$ cat src/rtl/mult_arbiter.sv
// Shares one Q8.8 multiplier among NREQ requesters; tags track product order.
// Ports: clk, rst, req/req_a/req_b in, gnt out, mul_inp1/mul_inp2/mul_in_stb
// to the multiplier, mul_out/mul_out_stb from it, rsp_valid/rsp_data back to
// requesters, busy, sticky err. Define MULT_ARB_FIXED_PRIO_EN for fixed
// priority (lowest index wins) instead of round-robin.
module mult_arbiter #(
  parameter int NREQ       = 4,
  parameter int TAGQ_DEPTH = 4
) (
  input  logic                 clk,
  input  logic                 rst,
  input  logic [NREQ-1:0]      req,
  input  logic [16*NREQ-1:0]   req_a,
  input  logic [16*NREQ-1:0]   req_b,
  output logic [NREQ-1:0]      gnt,
  output logic [15:0]          mul_inp1,
  output logic [15:0]          mul_inp2,
  output logic                 mul_in_stb,
  input  logic [15:0]          mul_out,
  input  logic                 mul_out_stb,
  output logic [NREQ-1:0]      rsp_valid,
  output logic [15:0]          rsp_data,
  output logic                 busy,
  output logic                 err
);

  localparam int IW = $clog2(NREQ);
  localparam int PW = $clog2(TAGQ_DEPTH);
  localparam int CW = $clog2(TAGQ_DEPTH + 1);

  logic [IW-1:0] tagq [TAGQ_DEPTH];
  logic [PW-1:0] wr_ptr;
  logic [PW-1:0] rd_ptr;
  logic [CW-1:0] occ;
  logic [CW-1:0] occ_nxt;
  logic [NREQ-1:0] elig;
  logic [IW-1:0] win;
  logic found;
  logic issue;
  logic pop;

  // A requester seen granted this cycle may not win again right away.
  assign elig = req & ~gnt;

`ifdef MULT_ARB_FIXED_PRIO_EN
  always_comb begin
    found = 1'b0;
    win   = '0;
    for (int i = NREQ - 1; i >= 0; i--) begin
      if (elig[i]) begin
        found = 1'b1;
        win   = IW'(i);
      end
    end
  end
`else
  logic [IW-1:0] last_grant;

  // Search order starts just after the previous winner.
  always_comb begin
    found = 1'b0;
    win   = '0;
    for (int k = 0; k < NREQ; k++) begin
      if (!found && elig[IW'(last_grant + IW'(k) + IW'(1))]) begin
        found = 1'b1;
        win   = IW'(last_grant + IW'(k) + IW'(1));
      end
    end
  end

  always_ff @(posedge clk or posedge rst) begin
    if (rst)
      last_grant <= IW'(NREQ - 1);
    else if (issue)
      last_grant <= win;
  end
`endif

  // Fullness is judged on current occupancy; a same-cycle pop does not help.
  assign issue   = found && (occ < CW'(TAGQ_DEPTH));
  assign pop     = mul_out_stb && (occ != '0);
  assign occ_nxt = occ + CW'(issue) - CW'(pop);

  always_ff @(posedge clk or posedge rst) begin
    if (rst) begin
      gnt        <= '0;
      mul_in_stb <= 1'b0;
      mul_inp1   <= 16'h0000;
      mul_inp2   <= 16'h0000;
      rsp_valid  <= '0;
      rsp_data   <= 16'h0000;
      busy       <= 1'b0;
      err        <= 1'b0;
      occ        <= '0;
      wr_ptr     <= '0;
      rd_ptr     <= '0;
      for (int i = 0; i < TAGQ_DEPTH; i++)
        tagq[i] <= '0;
    end else begin
      gnt        <= '0;
      mul_in_stb <= issue;
      rsp_valid  <= '0;
      if (issue) begin
        gnt[win]     <= 1'b1;
        mul_inp1     <= req_a[16*win +: 16];
        mul_inp2     <= req_b[16*win +: 16];
        tagq[wr_ptr] <= win;
        wr_ptr       <= wr_ptr + PW'(1);
      end
      if (pop) begin
        rsp_valid[tagq[rd_ptr]] <= 1'b1;
        rsp_data                <= mul_out;
        rd_ptr                  <= rd_ptr + PW'(1);
      end
      if (mul_out_stb && (occ == '0))
        err <= 1'b1;
      occ  <= occ_nxt;
      busy <= (occ_nxt != '0);
    end
  end

endmodule
$ cat config.mk
export PLATFORM = sky130hd
export DESIGN_NAME = mult_arbiter
export DESIGN_NICKNAME = d
export VERILOG_FILES = /design/src/rtl/mult_arbiter.sv
export SDC_FILE = /design/constraint.sdc
export NUM_CORES = 1
export LEC_CHECK = 0
export BUFFER_PORTS_ARGS = -buffer_cell sky130_fd_sc_hd__clkbuf_2
export CAP_MARGIN = 10
export CELL_PAD_IN_SITES_DETAIL_PLACEMENT = 1
export CELL_PAD_IN_SITES_GLOBAL_PLACEMENT = 1
export CORE_MARGIN = 2
export CORE_UTILIZATION = 37
export CTS_CLUSTER_DIAMETER = 200
export DETAILED_ROUTE_END_ITERATION = 7
export PLACE_DENSITY = 0.83
export SLEW_MARGIN = 20
export SYNTH_ARGS = -nofsm -noshare
export SYNTH_HDL_FRONTEND = slang
export SYNTH_SLANG_ARGS = --single-unit
export TNS_END_PERCENT = 5
$ cat constraint.sdc
create_clock -name clk -period 5.8 [get_ports clk]
set_clock_uncertainty 0.1 [all_clocks]
set_input_delay 0.58 -clock clk [delete_from_list [all_inputs] [get_ports clk]]
set_output_delay 0.58 -clock clk [all_outputs]
set_load 0.05 [all_outputs]
==> results.md <==
* Run status: finished, final reports clean
* Gate power share at 0.613
* Mapped Cells at 406
* P_sw at 2110 uW
* Clock buffer depth at 2
* Root Buffer: clkbuf_16
* # hold bufs at CTS at 0
* Routed WL at 14200 um
* Area Growth Syn to Fin at 31.7%
* CP Max Fanout at 21
* Measured slew at the worst slew-check pin at 1010 ps
* Net Sw Frac at 0.519
* Period utilization at 0.639
* Met1 wire length at 5870 um
* Die W at 112 um
* Ports at 210
* Worst-Skew Late Latency at 340 ps
* Drt first pass iters at 4
* IO buf count at 209
* R2R Path Start: occ[2]
* Most common cell after layout, fill and taps aside: clkbuf_2
* Final Hold Vio Count at 0
* WS Path Type: reg2reg
* Critical path launch point type: flop
* Total Routing Usage GR at 0.229
* Pwr Total at 4070 uW
* Worst path max stage delay at 600 ps
* P_leak at 0.00282 uW
* Hold path start: mul_out[12]
* Post-cts resize count at 0
* IR drop worst, VDD at 368 uV
* Sequential share of power at 0.237
* Mapped Area at 4330 um2
* Vias per cell at 5.53
* Worst Setup SP: occ[2]
* Worst hold path type: in2reg
* Maximum clock frequency at 0.270 GHz
* Pwr dens at 714 nW/um2
* Syn. warnings at 0
* Drt wl/cell at 19.2 um
* Max-slew headroom at 0.325
* Worst Path Required at 5910 ps
* Nets at 751
* Fin util at 0.499
* Crit. End Element: flop
* Slowest CP cell: nand2b_1
* CTS tree: built
* Routed wl met3 at 981 um
* H-tree depth at 3
* Antenna viol nets, final at 0
* Clock tree sinks at 76
* Die height at 112 um
* Top routing layer used: met4
* Initial antenna violation count at 0
* Setup TNS at 0 ps
* Num CTS Buffers at 9
* Syn nets at 564
* Worst path cell trace: nor3_1, nand2b_1, inv_1, ha_1, inv_1, ha_1, fa_1, xor2_1, xnor2_1, or3_1
* Unrepaired setup endpoints after global routing: no
* Avg Inst Size Synth at 10.7 um2
* Clock power frac at 0.149
* Commonest non-fill, non-tap cells in the layout: clkbuf_2 (209), dfrtp_1 (74), nand2_1 (53), nor2_1 (40), mux2i_1 (32)
* Synthesized flop and latch total at 76
* First-pass GRT wire length at 23200 um
* Core area at 11400 um2
* Pins over their slew limit at 0
* Drt first-iter violations at 174
* Largest net degree at the start of global routing at 77
* Internal at 1960 uW
* Layout cells sized above 1 at 0.455
* Post-synthesis sequential area ratio at 0.440
* Vias in the first global route at 4523
* Count of max-cap constraint violations at 0
* Gr ovfl total at 0
* Final setup violation count at 0
* Yosys cell types at 49
* Met2 routed WL at 7010 um
* Min Clock Period, post-route at 3710 ps
* Postcts setup bufs at 0
* Routability cong. at 0.775
* Starting Density at 0.379
* Setup WS post-layout at 2090 ps
* Arr. time, crit path at 3820 ps
* Rows at 39
* DR DRC count at 0
* Setup WS pre-CTS at 2090 ps
* Diode count at 0
* Die area at 12600 um2
* Worst-path clk slew at 60 ps
* Total number of vias at 4100
* Final HPWL DP at 10100 um
[critical path, delay by kind of cell, from the launching register on]
family / cells / cell delay, ps
xor gates and xnor gates: 2 / 300
adders and majority gates: 3 / 1000
buffers and inverters: 2 / 570
DFF: 1 / 420
and+or+nand+nor: 3 / 1170
[cell usage after synthesis, drive strengths merged]
| master | n | share of area |
|---|---|---|
| and2 | 1 | 0.0020 |
| and4 | 31 | 0.063 |
| a22oi | 1 | 0.0017 |
| fa | 1 | 0.0046 |
| nand3b | 1 | 0.0017 |
| nor4bb | 1 | 0.0023 |
| nor4b | 1 | 0.0020 |
| inv | 10 | 0.0087 |
| a221oi | 30 | 0.10 |
| buf | 15 | 0.030 |
| clkbuf | 23 | 0.022 |
| or3 | 1 | 0.0014 |
| nand2b | 4 | 0.0058 |
| a311oi | 1 | 0.0020 |
| a21oi | 9 | 0.010 |
| nor2 | 40 | 0.035 |
| nand4 | 1 | 0.0014 |
| o21a | 1 | 0.0017 |
| nand3 | 1 | 0.0012 |
| a211oi | 32 | 0.057 |
| xor2 | 1 | 0.0020 |
| nand2 | 53 | 0.046 |
| o2111a | 1 | 0.0026 |
| o21ai | 1 | 0.0012 |
| a2111oi | 1 | 0.0020 |
| o211ai | 1 | 0.0029 |
| dfrtp | 74 | 0.43 |
| a31o | 1 | 0.0020 |
| nor2b | 3 | 0.0067 |
| and3 | 4 | 0.0058 |
| nor3 | 4 | 0.0046 |
| xnor2 | 4 | 0.0081 |
| o221ai | 1 | 0.0035 |
| a21o | 1 | 0.0017 |
| o221a | 1 | 0.0026 |
| mux2i | 32 | 0.074 |
| dfstp | 2 | 0.012 |
| a31oi | 8 | 0.012 |
| ha | 6 | 0.017 |
| mux4 | 2 | 0.010 |
[registers in the layout, indices dropped and copies added (netlist names)]
register    cells
mul_in_stb      1
wr_ptr          2
tagq            8
last_grant      2
rsp_valid       4
mul_inp1       16
gnt             4
err             1
busy            1
occ             3
rsp_data       16
mul_inp2       16
rd_ptr          2
[cell families after synthesis]
family                     count (synthesis)  synth area share
muxes                                     34            0.0845
buffers and inverters                     48            0.0607
xor gates and xnor gates                   5            0.0101
AOI/OAI and AO/OA                         90             0.204
DFF                                       76             0.440
adders and majority gates                  7            0.0220
and+or+nand+nor                          146             0.178
[metrics by stage]
stage / hold WS, ps / std cells / instance area [um2]
5_1_grt: 356 / 741 / 5700
3_3_place_gp: 357 / 725 / 5380
3_5_place_dp: 358 / 725 / 5380
6_report: 338 / 741 / 5700
4_1_cts: 328 / 741 / 5700
2_1_floorplan: 375 / 406 / 4330
[routing by layer]
metal | track usage | vias up
met1 | 0.274 | 2000
li1 | - | 1897
met2 | 0.392 | 179
met5 | 0 | -
met4 | 0.0984 | 0
met3 | 0.0599 | 24
[layout make-up]
type                            instances  area [um2]
Clock buffer                           10         229
Clock inverter                          6        88.8
Fill cell                            1353        5720
Inverter                               10        40.0
Multi-Input combinational cell        282        2170
Sequential cell                        76        1900
Tap cell                              143         179
Timing Repair Buffer                  214        1080
[power groups by stage]
stage / Sequential [uW] / Clock, uW / Combinational [uW]
detailed placement: 968 / 0 / 2490
global placement: 952 / 0 / 2410
CTS: 966 / 620 / 2510
finish: 965 / 606 / 2490
floorplan: 1560 / 0 / 1400
global route: 998 / 638 / 2680
[final timing paths]
kind / end / slack (ps) / depth (start not counted)
worst min-delay path: rsp_data[12] / 340 / 3
min in group asynchronous: rsp_data[3] / 420 / 3
max in group asynchronous: mul_inp2[8] / 4510 / 3
worst min register to register: err / 360 / 1
worst max-delay path: busy / 2090 / 10
worst max register to register: busy / 2090 / 10
Note: power is estimated with default switching activity, not from simulation.
